<file path="config.mk">
export PLATFORM = sky130hd
export DESIGN_NAME = instr_encoder_loader
export DESIGN_NICKNAME = d
export VERILOG_FILES = /design/src/rtl/instr_encoder_loader.sv
export SDC_FILE = /design/constraint.sdc
export NUM_CORES = 1
export LEC_CHECK = 0
export ABC_AREA = 1
export BUFFER_PORTS_ARGS = -buffer_cell sky130_fd_sc_hd__buf_4
export CAP_MARGIN = 20
export CORE_AREA = 2 2 108 137
export CTS_BUF_LIST = sky130_fd_sc_hd__clkbuf_2
export CTS_CLUSTER_DIAMETER = 50
export DETAILED_ROUTE_END_ITERATION = 8
export DIE_AREA = 0 0 110 139
export HOLD_SLACK_MARGIN = 0.06
export PLACE_DENSITY = 0.53
export SLEW_MARGIN = 20
export SYNTH_ARGS = -nofsm -noshare
export SYNTH_HDL_FRONTEND = slang
export SYNTH_SLANG_ARGS = --single-unit
</file>
<file path="constraint.sdc">
create_clock -name i_clk -period 1.51 [get_ports i_clk]
set_input_delay 0.151 -clock i_clk [delete_from_list [all_inputs] [get_ports i_clk]]
set_output_delay 0.151 -clock i_clk [all_outputs]
set_load 0.02 [all_outputs]
</file>
<file path="src/rtl/instr_encoder_loader.sv">
// ---------------------------------------------------------------------------
// instr_encoder_loader
//
// Purpose: turns field-level RV32I commands (R, I-ALU, LOAD, STORE, BRANCH)
// into 32-bit machine words and writes them to consecutive instruction
// memory addresses. Used to fill instruction memory at bring-up.
//
// Handshake: a command transfers on a rising edge where i_cmd_valid and
// o_cmd_ready are both high. The producer holds the command stable while
// i_cmd_valid is high and o_cmd_ready is low. o_cmd_ready is high only in
// RUN, so at most one command is accepted every two cycles. A command that
// transfers in cycle N produces o_mem_we in cycle N+1.
//
// Ports:
//   i_clk, i_rst        clock (rising edge), synchronous active-low reset
//   i_start             pulse: clear address/count/errors and begin a load
//   i_cmd_valid/o_cmd_ready  command handshake
//   i_cmd_last          command is the last of the load
//   i_cmd_class         0=R 1=I-ALU 2=LOAD 3=STORE 4=BRANCH, 5..7 illegal
//   i_cmd_rd/rs1/rs2    register fields
//   i_cmd_funct3        funct3 field
//   i_cmd_alt           funct7[5] for R-type and I-ALU shifts
//   i_cmd_imm           13-bit signed immediate (byte offset for branches)
//   o_mem_we/addr/wdata instruction memory write port
//   o_busy              high in RUN or WRITE
//   o_done              one-cycle pulse when a load completes
//   o_err, o_err_code   sticky error: 1=illegal class, 2=imm range, 3=full
//   o_word_count        words written since start
//   o_state             current FSM state (debug visibility)
// ---------------------------------------------------------------------------
module instr_encoder_loader #(
    parameter int          DEPTH_WORDS = 64,
    parameter logic [31:0] BASE_ADDR   = 32'h0000_0000
) (
    input  logic        i_clk,
    input  logic        i_rst,
    input  logic        i_start,
    input  logic        i_cmd_valid,
    output logic        o_cmd_ready,
    input  logic        i_cmd_last,
    input  logic [2:0]  i_cmd_class,
    input  logic [4:0]  i_cmd_rd,
    input  logic [4:0]  i_cmd_rs1,
    input  logic [4:0]  i_cmd_rs2,
    input  logic [2:0]  i_cmd_funct3,
    input  logic        i_cmd_alt,
    input  logic [12:0] i_cmd_imm,
    output logic        o_mem_we,
    output logic [31:0] o_mem_addr,
    output logic [31:0] o_mem_wdata,
    output logic        o_busy,
    output logic        o_done,
    output logic        o_err,
    output logic [1:0]  o_err_code,
    output logic [6:0]  o_word_count,
    output logic [2:0]  o_state
);

    typedef enum logic [2:0] {
        S_IDLE  = 3'd0,
        S_RUN   = 3'd1,
        S_WRITE = 3'd2,
        S_DONE  = 3'd3,
        S_ERR   = 3'd4
    } state_t;

    localparam logic [6:0] LP_DEPTH     = 7'(DEPTH_WORDS);
    localparam logic [1:0] LP_ERR_CLASS = 2'd1;
    localparam logic [1:0] LP_ERR_IMM   = 2'd2;
    localparam logic [1:0] LP_ERR_FULL  = 2'd3;

    state_t      r_state;
    logic        r_cmd_ready;
    logic        r_mem_we;
    logic [31:0] r_addr;
    logic [31:0] r_wdata;
    logic        r_busy;
    logic        r_done;
    logic        r_err;
    logic [1:0]  r_err_code;
    logic [6:0]  r_word_count;
    logic        r_last;

    logic        w_is_shift;
    logic        w_imm_fits12;
    logic        w_imm_bad;
    logic [1:0]  w_chk_code;
    logic [31:0] w_word;
    logic        w_start_ok;

    // Encoder and handshake checks, evaluated on the presented command.
    always_comb begin
        // funct3 001 (SLLI) and 101 (SRLI/SRAI) are the shift forms
        w_is_shift   = (i_cmd_class == 3'd1) && (i_cmd_funct3[1:0] == 2'b01);
        // a 12-bit immediate fits when bit 12 is a pure sign extension
        w_imm_fits12 = (i_cmd_imm[12] == i_cmd_imm[11]);
        w_word       = 32'd0;
        w_imm_bad    = 1'b0;
        w_chk_code   = 2'd0;

        case (i_cmd_class)
            3'd0: w_word = {1'b0, i_cmd_alt, 5'b00000, i_cmd_rs2, i_cmd_rs1,
                            i_cmd_funct3, i_cmd_rd, 7'b0110011};
            3'd1: begin
                if (w_is_shift)
                    w_word = {1'b0, i_cmd_alt, 5'b00000, i_cmd_imm[4:0], i_cmd_rs1,
                              i_cmd_funct3, i_cmd_rd, 7'b0010011};
                else
                    w_word = {i_cmd_imm[11:0], i_cmd_rs1, i_cmd_funct3,
                              i_cmd_rd, 7'b0010011};
                w_imm_bad = !w_imm_fits12 || (w_is_shift && (|i_cmd_imm[11:5]));
            end
            3'd2: begin
                w_word    = {i_cmd_imm[11:0], i_cmd_rs1, i_cmd_funct3,
                             i_cmd_rd, 7'b0000011};
                w_imm_bad = !w_imm_fits12;
            end
            3'd3: begin
                w_word    = {i_cmd_imm[11:5], i_cmd_rs2, i_cmd_rs1, i_cmd_funct3,
                             i_cmd_imm[4:0], 7'b0100011};
                w_imm_bad = !w_imm_fits12;
            end
            3'd4: begin
                w_word    = {i_cmd_imm[12], i_cmd_imm[10:5], i_cmd_rs2, i_cmd_rs1,
                             i_cmd_funct3, i_cmd_imm[4:1], i_cmd_imm[11], 7'b1100011};
                w_imm_bad = i_cmd_imm[0];
            end
            default: w_word = 32'd0;
        endcase

        // priority: class, then full, then immediate range
        if (i_cmd_class > 3'd4)
            w_chk_code = LP_ERR_CLASS;
        else if (r_word_count == LP_DEPTH)
            w_chk_code = LP_ERR_FULL;
        else if (w_imm_bad)
            w_chk_code = LP_ERR_IMM;
    end

    // start is only honoured outside an active load
    assign w_start_ok = i_start &&
                        ((r_state == S_IDLE) || (r_state == S_DONE) || (r_state == S_ERR));

    always_ff @(posedge i_clk) begin
        if (!i_rst) begin
            r_state      <= S_IDLE;
            r_cmd_ready  <= 1'b0;
            r_mem_we     <= 1'b0;
            r_addr       <= 32'd0;
            r_wdata      <= 32'd0;
            r_busy       <= 1'b0;
            r_done       <= 1'b0;
            r_err        <= 1'b0;
            r_err_code   <= 2'd0;
            r_word_count <= 7'd0;
            r_last       <= 1'b0;
        end else begin
            r_mem_we <= 1'b0;
            r_done   <= 1'b0;
            if (w_start_ok) begin
                r_state      <= S_RUN;
                r_cmd_ready  <= 1'b1;
                r_busy       <= 1'b1;
                r_addr       <= BASE_ADDR;
                r_word_count <= 7'd0;
                r_err        <= 1'b0;
                r_err_code   <= 2'd0;
            end else begin
                case (r_state)
                    S_RUN: begin
                        if (i_cmd_valid && r_cmd_ready) begin
                            r_cmd_ready <= 1'b0;
                            if (w_chk_code != 2'd0) begin
                                r_state    <= S_ERR;
                                r_busy     <= 1'b0;
                                r_err      <= 1'b1;
                                r_err_code <= w_chk_code;
                            end else begin
                                r_state  <= S_WRITE;
                                r_wdata  <= w_word;
                                r_last   <= i_cmd_last;
                                r_mem_we <= 1'b1;
                            end
                        end
                    end
                    S_WRITE: begin
                        r_addr       <= r_addr + 32'd4;
                        r_word_count <= r_word_count + 7'd1;
                        if (r_last) begin
                            r_state <= S_DONE;
                            r_busy  <= 1'b0;
                            r_done  <= 1'b1;
                        end else begin
                            r_state     <= S_RUN;
                            r_cmd_ready <= 1'b1;
                        end
                    end
                    S_DONE:  r_state <= S_IDLE;
                    default: r_state <= r_state;   // IDLE and ERR wait for start
                endcase
            end
        end
    end

    assign o_cmd_ready  = r_cmd_ready;
    assign o_mem_we     = r_mem_we;
    assign o_mem_addr   = r_addr;
    assign o_mem_wdata  = r_wdata;
    assign o_busy       = r_busy;
    assign o_done       = r_done;
    assign o_err        = r_err;
    assign o_err_code   = r_err_code;
    assign o_word_count = r_word_count;
    assign o_state      = r_state;

endmodule

</file>
Word-level counts from Yosys, hierarchy flattened --
Index checks and enable logic that the tools add are counted.
Word-level totals: bits in registers 82, output and inout port bits 81
Operators by class: $lt $le $gt $ge 1, $add $sub $neg 2, mux-type cells 22, bitwise gates (word level) 6, eq/ne operators 16, reduce and logical (&&, ||, !) cells 25
Operators by type and width (count):
- one-hot mux 32 bit (5 select lines) | 1
- adder 32 x 3 -> 32 bit (second input constant) | 1
- 2-to-1 mux 32 bit | 1
- == test 3 x 2 -> 1 bit (second input constant) | 4
- != test 3 bit (second input constant) | 4
- 2-to-1 mux 1 bit | 10
- one-hot mux 3 bit (3 select lines) | 1
- 2-to-1 mux 2 bit | 4
- AND reduction 4 bit | 2
- adder 7 x 1 -> 7 bit (second input constant) | 1
- == test 7 bit (second input constant) | 1
- OR reduction 7 bit | 1
- == test 3 x 1 -> 1 bit (second input constant) | 2
- == test 3 bit (second input constant) | 2
- zero test 3 bit | 2
- 2-to-1 mux 3 bit | 2
- inverter 1 bit | 6
- AND reduction 3 bit | 2
- nonzero test 3 bit | 2
- logical AND 1 bit | 4
- one-hot mux 1 bit (2 select lines) | 2
- AND reduction 2 bit | 2
- nonzero test 4 bit | 1
- OR reduction 2 bit | 2
- other kinds (10) | 12

Depth between registers and ports, before layout --
Gate-level depths: netlist of the first run.
word-level depth 13, depth in mapped cells 12

Worst setup path after synthesis of the first run --
No wires, ideal clock.
path kind reg-to-reg, from register r_word_count[0] (netlist: o_word_count[0]), to register r_wdata[23] (netlist: o_mem_wdata[23]), data required time 1.378 ns, arrival 1.662 ns, stages on the path, launching flop included 13, path buffers 2, library setup time 0.132 ns, slack -0.284 ns, cell sequence dfxtp_1 > inv_1 > ha_1 > inv_1 > nor2_1 > nand3_1 > nand2_1 > nor2_4 > nand4_4 > buf_6 > buf_4 > nand2_1 > a21oi_1
On the way: cells in the longest elaborated chain, start to end 6
Ends and longest elaborated chain:
- start: declaration | line 81 | logic [6:0] r_word_count;
- start signal: assignment | line 188 | r_word_count <= r_word_count + 7'd1;
- == test 7 bit | line 134 | else if (r_word_count == LP_DEPTH)
- 2-to-1 mux 2 bit | line 134
- 2-to-1 mux 2 bit | line 132 | if (i_cmd_class > 3'd4)
- nonzero test 2 bit | line 173 | if (w_chk_code != 2'd0) begin
- inverter 1 bit (no source line)
- AND reduction 4 bit (no source line)
- end signal: assignment | line 180 | r_wdata <= w_word;
- end: declaration | line 76 | logic [31:0] r_wdata;
No other way between the ends. A chain may end at the register's enable or synchronous reset.

Worst setup path after layout of the first run --
from register r_word_count[0] (netlist: o_word_count[0]), to register r_wdata[17] (netlist: o_mem_wdata[17])
The elaborated chain is that of the path after synthesis.

==> metrics.yaml, run 1 <==
yosysWarnings: 0
antenna_found_initial: 0
grt_use_met1_pct: 18.7
synth_top_flop_cell: "dfxtp_1"
wl_per_cell_um: 13.4
htree_levels: 3
grt_first_pass_wirelength_mm: 19.5
fill_cells: 1380
ys_seq_elements: 77
grt_most_used_layer: "met2"
layout-drive-gt1-share_pct: 41.2
area_growth_pct: 66.6
gp_congestion: 0.869
clk_pin_slew_worst_paths_ps: 220
clock.fmax_mhz: 620
mostFrequentLayoutCell: "buf_4"
die_y_um: 139
drt-pass1-iter-count: 4
start_kind: "flip-flop"
num_vias: 4386
finalMaxSlewViolations: 0
power_density_nw_per_um2: 613
synth_edf_count: 0
drt_iter0_markers: 231
tritoncts: "yes"
ir_drop_mv: 0.332
core.rowCount: 49
grt_pass1_vias: 4217
grt_max_degree: 29
rrSetupSlack_ps: -100
status: "finished with violations"
synth_cells: 553
coreArea_um2: 14000
hold_viol: 0
initial_core_util_pct: 27.4
cts_root_buf: "clkbuf_2"
setup_viol: 29
placed_area_um2: 5350
path_class: "reg -> reg"
seq_area_um2: 1590
period_needed_ps: 1610
met3_usage_pct: 3.05
timing.critical_path.to_type: "flip-flop"
cts_made_buffers: 9
worstSkewPairLatency_ps: 530
clock-skew-final_ps: 39.0
stdcell_area_um2: 6420
cts.sinks: 77
utilization_pct: 45.7
rsz0062_at_grt: "yes"
clock_path_buffers: 2
grt_overflow_total: 0
ys_types: 40
fin_crit_sh_pct: 107
maxCapViolCount: 0
crit_arrival_ps: 2080
slowest_stage: "dfxtp_4"
ant_nets: 0
die_w_um: 110
diodes: 0
die_area_um2: 15300
hold_path_class: "in -> reg"
slowest_delay_ps: 410
avgSynthCellArea_um2: 6.97
avgViaCountPerCell: 4.56
nets: 822
grt_use_total_pct: 16.0
path_buf_inv: 4
critical-path-top-delay-family: "simple AND/OR/NAND/NOR gates"
power_leakage_uw: 0.00285
async_flop_share_pct: 0
violations: "negative setup slack"
layout_common_cells: "buf_4 (177), nand2_1 (156), dfxtp_1 (53), inv_1 (49), a21oi_1 (43)"
multi_input_area_um2: 2280
cp_max_fo: 5
grt_use_met2_pct: 28.2
drc: 0
syn_area_um2: 3850
cp.required_ps: 1980
port_buffers: 116
ios: 121
yosysSeqAreaShare_pct: 40.0
cp_cell_sequence: "inv_4 > ha_4 > inv_2 > nor2_2 > nand3_2 > nand2_2 > nor2_4 > nand4_4 > clkinv_4 > clkbuf_16 > nand2_1 > a21oi_2"
routed_wl_mm: 12.9
dp_hpwl_mm: 9.20
setup_ws_ps: -104
[cell usage after synthesis, types with 3 or more instances]
master    count  area (um^2)
nor2_1       47          176
o21ai_0      15         75.1
ha_1          3         37.5
nand4_1       6         37.5
buf_2         4         20.0
nand2_1     176          661
buf_6         3         33.8
xnor2_1       4         35.0
a21oi_1      55          275
nor3_1       13         65.1
nand3_1      28          140
dfxtp_1      77         1540
inv_2         5         18.8
nor3_2        3         30.0
nor2_4        7         78.8
clkbuf_1      5         18.8
a22o_1        5         43.8
buf_4         6         45.0
inv_1        56          210
a32o_1        4         40.0
o21ai_1       5         25.0
xor2_1        5         43.8
[state kept, by name, summed over array words and instances, names as in the netlist, 2 cells and up]
signal        count
o_mem_addr       30
o_mem_wdata      29
o_word_count      7
o_state           3
o_err_code        2
[cells by family (layout without fill, tap and decap cells)]
kind of cell | after synthesis | count (layout) | share of synthesized area, %
xor+xnor | 9 | 9 | 2.05
flops | 77 | 77 | 40.0
buf+inv | 82 | 310 | 9.35
simple gates | 292 | 292 | 34.6
other cells | 1 | 4 | 0.0973
fa+ha+maj | 3 | 3 | 0.974
compound gates | 89 | 89 | 12.9
[worst reg2reg max path: cells and delay by family, from the launching register on]
family,cells,cell delay [ps]
AO/OA/AOI/OAI,1,130
flip-flops,1,410
adder cells (fa/ha/maj),1,140
buffers and inverters,4,380
AND/OR/NAND/NOR,6,500
[repair_timing]
item,4_1_cts,5_1_grt
hold buffers,41,0
endpoints found under the setup margin,43,62
pin swaps,3,29
setup buffers,4,7
resized for setup,17,106
gates cloned,0,2
endpoints found under the hold margin,35,0
[stage by stage]
stage	worst slack [ps]	std cells	hold slack, ps	total power (uW)	setup TNS [ps]
6_report	-104	962	157	3940	-1570
5_1_grt	-197	962	104	4130	-5690
4_1_cts	-78.2	953	65.1	3960	-1620
3_3_place_gp	-0.604	892	406	2530	-0.797
2_1_floorplan	-67.3	556	294	2320	-809
3_5_place_dp	-68.5	892	416	2530	-1210
[area by class of cell]
class / count / share of cell area [%]
Timing Repair Buffer: 231 / 30.1
Sequential cell: 77 / 24.8
Clock inverter: 6 / 1.36
Multi-Input combinational cell: 397 / 35.6
Inverter: 63 / 3.92
Clock buffer: 10 / 0.780
Tap cell: 178 / 3.47
[power by group]
group / switching, uW / total (uW) / internal, uW
Clock: 773 / 1320 / 551
Combinational: 278 / 560 / 283
Sequential: 13.1 / 2050 / 2040
Total: 1060 / 3940 / 2870
[metal layers]
metal / share of wire [%] / vias up / wire length [um]
li1: - / 2223 / -
met1: 41 / 2012 / 5320
met2: 51 / 134 / 6590
met3: 6.1 / 17 / 788
met4: 1.7 / 0 / 221
met5: 0 / - / 0
[worst paths after layout]
| kind | from | end | cells past startpoint |
|---|---|---|---|
| setup / recovery | o_word_count[0] | o_mem_wdata[17] | 12 |
| hold reg to reg | o_mem_wdata[24] | o_mem_wdata[24] | 2 |
| setup reg to reg | o_word_count[0] | o_mem_wdata[17] | 12 |
| hold / removal | i_cmd_class[2] | o_mem_wdata[6] | 5 |
(Power assumes the default switching activity.)
==> inputs of run 2 (changes only) <==
--- a/config.mk
+++ b/config.mk
@@ -14,7 +14,7 @@
 export DETAILED_ROUTE_END_ITERATION = 8
 export DIE_AREA = 0 0 110 139
 export HOLD_SLACK_MARGIN = 0.06
-export PLACE_DENSITY = 0.53
+export PLACE_DENSITY = 0.51
 export SLEW_MARGIN = 20
 export SYNTH_ARGS = -nofsm -noshare
 export SYNTH_HDL_FRONTEND = slang
==> constraint.sdc (replaced) <==
create_clock -name i_clk -period 2.07 [get_ports i_clk]
set_input_delay 0.207 -clock i_clk [delete_from_list [all_inputs] [get_ports i_clk]]
set_output_delay 0.207 -clock i_clk [all_outputs]
set_load 0.02 [all_outputs]
==> run 2 against run 1 <==
  * The run now ends clean
  * Worst hold slack got worse by 13 ps
  * Die area stayed put
  * Global-route usage decreased by 0.50 points
  * Clock power fell by 30%
==> metrics.yaml, run 2 (synthesized netlist as in run 1, its figures left out) <==
status: "finished clean"
cts_root_buf: "clkbuf_2"
setup_ws_ps: 119  # +223 ps
start_kind: "input pin"
instances_no_fill: 895  # -7.0%
nets: 755  # -8.2%
initial_core_util_pct: 27.4  # unchanged
path_class: "in -> reg"
period_needed_ps: 1950
reg2reg_from: "o_word_count[0]"
power_density_nw_per_um2: 511  # -17%
die_area_um2: 15300  # unchanged
grt_first_pass_wirelength_mm: 18.5  # -5.2%
tritoncts: "yes"
worstSkewPairLatency_ps: 560  # +30 ps
maxSlewHeadroom_pct: 64.3
grt_max_degree: 29  # unchanged
ir_drop_mv: 0.240  # -28%
holdCritStartpoint: "i_cmd_class[2]"
diodes: 0  # unchanged
coreArea_um2: 14000  # unchanged
hold_viol: 0  # unchanged
clock_path_buffers: 2  # unchanged
grt_overflow_total: 0  # unchanged
multi_input_area_um2: 1960  # -14%
antenna_found_initial: 0  # unchanged
rr_endpoint: "o_mem_wdata[12]"
rrSetupSlack_ps: 230  # +330 ps
seq_power_share_pct: 54.4  # +2.2 points
clkPwrFrac_pct: 33.4  # -0.2 points
sw_frac_of_total_pct: 26.3  # -0.72 points
fin_crit_sh_pct: 94.3
cp.required_ps: 2570  # +590 ps
maxCapViolCount: 0  # unchanged
crit_end: "o_mem_wdata[30]"
mostFrequentLayoutCell: "nand2_1"
largest_reg_flops: 30  # unchanged
htree_levels: 3  # unchanged
tns_ps: 0  # +1570 ps
die_y_um: 139  # unchanged
ant_nets: 0  # unchanged
num_vias: 4039  # -7.9%
setup_viol: 0  # -100%
layout-drive-gt1-share_pct: 22.7  # -18 points
internal-power_uw: 2050  # -29%
post_cts_buffers: 0  # -4
seq_area_um2: 1540  # -3.1%
clock-skew-final_ps: 26.0  # -13.0 ps
finalMaxSlewViolations: 0  # unchanged
timing.critical_path.to_type: "flip-flop"
cts_made_buffers: 9  # unchanged
clock.fmax_mhz: 513
ios: 121  # unchanged
die_w_um: 110  # unchanged
startpoint: "i_cmd_class[1]"
gp_congestion: 0.801  # -7.8%
drc: 0  # unchanged
pre_cts_ws_ps: 212  # +280 ps
grt_use_total_pct: 15.5  # -0.50 points
hold_path_class: "in -> reg"
power_leakage_uw: 0.00231  # -19%
fill_cells: 1464  # +6.1%
cp_max_fo: 5  # unchanged
cts.sinks: 77  # unchanged
avgViaCountPerCell: 4.51  # -1.0%
drt-pass1-iter-count: 4  # unchanged
area_growth_pct: 40.9
port_buffers: 116  # unchanged
drt_iter0_markers: 193  # -16%
routed_wl_mm: 11.4  # -12%
wl_per_cell_um: 12.7  # -5.4%
dp_hpwl_mm: 8.49  # -7.6%
rsz0062_at_grt: "no"
crit_arrival_ps: 2450  # +370 ps
grt_pass1_vias: 3901  # -7.5%
layout_common_cells: "nand2_1 (176), buf_4 (125), dfxtp_1 (76), inv_1 (56), a21oi_1 (55)"
r2r_cells: 12  # unchanged
worstMarginPinSlew_ps: 535
dp_cells: 841  # -5.7%
combPwrFrac_pct: 12.2  # -2.0 points
clk_pin_slew_worst_paths_ps: 200  # -20 ps
core.rowCount: 49  # unchanged
power.switching_uw: 730  # -31%
run 2: metrics by stage:
step | util, % | hold slack (ps) | area, um^2 | total power (uW)
after global routing | 38.7 | 116 | 5430 | 2940
after detailed placement | 35.1 | 460 | 4920 | 1820
after global placement | 35.1 | 450 | 4920 | 1820
after CTS | 38.7 | 61.2 | 5430 | 2840
final | 38.7 | 144 | 5430 | 2780
after floorplan | - | 350 | 3860 | 1700
run 2: critical path, cell delays in order:
cell	delay, ps
dlygate4sd3_1	540
buf_4	160
nor2_1	110
dlygate4sd3_1	580
nand3_1	90
nand2_1	60
dlygate4sd3_1	540
nand2_1	50
a21oi_1	110
run 2: power by group through the flow:
stage / Sequential, uW / Combinational (uW) / Clock, uW
floorplan: 1550 / 145 / 0
global placement: 1540 / 277 / 0
detailed placement: 1540 / 279 / 0
CTS: 1510 / 340 / 985
global route: 1510 / 374 / 1060
finish: 1510 / 339 / 928
run 2: timing repair:
item                       CTS  global route
setup endpoints to repair    0            23
resized for setup            0             1
hold buffers                38             0
hold endpoints to repair    31             0
run 2: cell type report:
class,count,share of cell area (%)
clock buffers,9,0.829
clock inverters,7,1.47
inverters,63,4.38
multi-input cells,397,36.2
flip-flops and latches,77,28.4
well taps,178,4.10
repair buffers,164,24.7
run 2: worst min-delay path by stage:
stage                       to  depth (start not counted)
6_report        o_mem_wdata[6]                          5
3_5_place_dp    o_mem_wdata[8]                          2
3_3_place_gp             o_err                          2
2_1_floorplan  o_mem_wdata[12]                          2
4_1_cts         o_mem_wdata[7]                          5
5_1_grt         o_mem_wdata[6]                          5
run 2: per-layer routing:
layer | vias to the layer above | track usage, % | routed length [um] | part of all wire [%]
met2 | 110 | 26.4 | 5790 | 51
li1 | 2094 | - | - | -
met1 | 1827 | 17.6 | 4630 | 41
met4 | 0 | 5.06 | 106 | 0.93
met3 | 8 | 5.50 | 845 | 7.4
met5 | - | 0 | 0 | 0
==> inputs of run 3 (changes only) <==
--- a/config.mk
+++ b/config.mk
@@ -8,13 +8,13 @@
 export ABC_AREA = 1
 export BUFFER_PORTS_ARGS = -buffer_cell sky130_fd_sc_hd__buf_4
 export CAP_MARGIN = 20
-export CORE_AREA = 2 2 108 137
+export CORE_AREA = 2 2 86 109
 export CTS_BUF_LIST = sky130_fd_sc_hd__clkbuf_2
 export CTS_CLUSTER_DIAMETER = 50
 export DETAILED_ROUTE_END_ITERATION = 8
-export DIE_AREA = 0 0 110 139
+export DIE_AREA = 0 0 88 111
 export HOLD_SLACK_MARGIN = 0.06
-export PLACE_DENSITY = 0.51
+export PLACE_DENSITY = 0.74
 export SLEW_MARGIN = 20
 export SYNTH_ARGS = -nofsm -noshare
 export SYNTH_HDL_FRONTEND = slang
==> run 3 against run 2 <==
  * Register-to-register slack got worse by 20 ps
  * Flip-flop and latch count unchanged
  * Global-route usage increased by 6.6 points
  * Cell area decreased by 3.8%
  * Fmax increased by 4.7%
  * Total power decreased by 7.4%
  * Non-clock buffer count decreased by 11
  * Via count about the same
  * Worst hold slack got worse by 55 ps
  * Sequential power about the same
  * Largest cell class unchanged
  * Sequential share of layout area increased by 1.1 points
  * Final cell count decreased by 7.4%
==> metrics.yaml, run 3 (synthesized netlist as in run 1, its figures left out) <==
period_needed_ps: 1860  # -87.6 ps
stdcell_area_um2: 5220  # -3.8%
mostFrequentLayoutCell: "nand2_1"
rrSetupSlack_ps: 210  # -20 ps
ant_nets: 0  # unchanged
nets: 744  # -1.5%
ios: 121  # unchanged
status: "finished clean"
slowest_stage: "dfxtp_1"
wl_met2_mm: 5.54  # -4.4%
power_density_nw_per_um2: 492  # -3.7%
r2r_cells: 11  # -1
clk_pin_slew_worst_paths_ps: 250  # +50 ps
cp_max_fo: 26  # +21
placed_area_um2: 4810  # -2.3%
core.rowCount: 39  # -20%
setup_viol: 0  # unchanged
dp_hpwl_mm: 7.65  # -9.9%
grt_max_degree: 30  # +3.4%
initial_core_util_pct: 43.6  # +16 points
top_layer: "met4"
port_buffers: 116  # unchanged
cp_cell_sequence: "inv_1 > ha_1 > inv_1 > nor2_1 > nand3_1 > nand2_1 > nor2_4 > nand4_4 > inv_6 > nand2_1 > o21ai_1"
drt_iter0_markers: 113  # -41%
wl_per_cell_um: 12.7  # +0.23%
wl_met1_mm: 4.12  # -11%
startpoint: "o_word_count[0]"
finalMaxSlewViolations: 0  # unchanged
coreArea_um2: 8830  # -37%
worstHoldPathCells: 4  # -1
drc: 0  # unchanged
drt-pass1-iter-count: 4  # unchanged
layout_common_cells: "nand2_1 (176), buf_4 (122), dfxtp_1 (77), inv_1 (56), a21oi_1 (55)"
htree_levels: 3  # unchanged
clock-skew-final_ps: 36.1  # +10.1 ps
crit_arrival_ps: 2360  # -90 ps
maxCapViolCount: 0  # unchanged
grt_overflow_total: 0  # unchanged
dp_cells: 782  # -7.0%
num_vias: 4043  # +0.099%
routed_wl_mm: 10.6  # -7.2%
timing.critical_path.to_type: "flip-flop"
worstSkewPairLatency_ps: 530  # -30 ps
clock.fmax_mhz: 537  # +4.7%
die_area_um2: 9770  # -36%
reg2reg_from: "o_word_count[0]"
hold_viol: 0  # unchanged
start_kind: "flip-flop"
slowest_delay_ps: 440  # -140 ps
die_y_um: 111  # -20%
avgViaCountPerCell: 4.88  # +8.1%
instances_no_fill: 829  # -7.4%
post_cts_buffers: 0  # unchanged
crit_end: "o_mem_wdata[28]"
rsz0062_at_grt: "no"
rr_endpoint: "o_mem_wdata[28]"
clock_path_buffers: 2  # unchanged
antenna_found_initial: 0  # unchanged
fin_crit_sh_pct: 90.0  # -4.2 points
gp_congestion: 0.873  # +9.0%
path_class: "reg -> reg"
layout-drive-gt1-share_pct: 22.8  # +0.071 points
grt_first_pass_wirelength_mm: 17.3  # -6.7%
power_leakage_uw: 0.00224  # -3.3%
area_growth_pct: 35.5
hold_path_class: "in -> reg"
tns_ps: 0  # unchanged
cp.required_ps: 2570  # about the same
met3_length_um: 605  # -28%
cts_made_buffers: 9  # unchanged
grt_use_total_pct: 22.0  # +6.6 points
largest_reg_flops: 30  # unchanged
diodes: 0  # unchanged
cts_root_buf: "clkbuf_2"
die_w_um: 88  # -20%
ir_drop_mv: 0.420  # +75%
tritoncts: "yes"
cts.sinks: 77  # unchanged
grt_pass1_vias: 3839  # -1.6%
run 3: critical path: cells and delay by family, from the launching register on:
family	cells	cell delay [ps]
simple gates	6	690
buf+inv	3	340
compound gates	1	170
flops	1	440
fa+ha+maj	1	210
run 3: worst min path at each step:
stage | from | slack (ps) | to
2_1_floorplan | i_cmd_funct3[0] | 350 | o_mem_wdata[12]
3_3_place_gp | o_err | 440 | o_err
3_5_place_dp | o_err | 460 | o_err
4_1_cts | i_cmd_rd[3] | 60 | o_mem_wdata[10]
5_1_grt | i_cmd_rd[3] | 90 | o_mem_wdata[10]
6_report | i_cmd_rs2[2] | 90 | o_mem_wdata[22]
run 3: report_power, final:
group / internal (uW) / switching [uW]
clock network: 160 / 573
registers: 1500 / 11.1
logic: 154 / 172
run 3: layer usage:
metal	track usage, %	vias to the layer above
li1	-	2057
met1	23.4	1830
met2	40.3	130
met3	4.91	26
met4	9.44	0
met5	0	-
run 3: layout make-up:
| class | instances | area (um^2) |
|---|---|---|
| fillers | 836 | 3610 |
| multi-input cells | 397 | 1960 |
| flip-flops and latches | 77 | 1540 |
| repair buffers | 153 | 1230 |
| inverters | 63 | 241 |
| well taps | 123 | 154 |
| clock inverters | 7 | 50.0 |
| clock buffers | 9 | 45.0 |
run 3: timing repair:
action,in CTS,in global routing
gates resized for setup,0,2
hold endpoints to repair,27,0
hold buffers,31,0
setup endpoints to repair,0,6
run 3: metrics by stage:
| step | util, % | setup WS [ps] | power, uW | hold WS, ps |
|---|---|---|---|---|
| after floorplan | - | 276 | 1700 | 350 |
| after global placement | 54.5 | 252 | 1810 | 442 |
| after detailed placement | 54.5 | 123 | 1810 | 457 |
| after CTS | 59.1 | 92.1 | 2580 | 62.7 |
| after global routing | 59.1 | 16.7 | 2680 | 88.2 |
| final | 59.1 | 207 | 2570 | 88.1 |
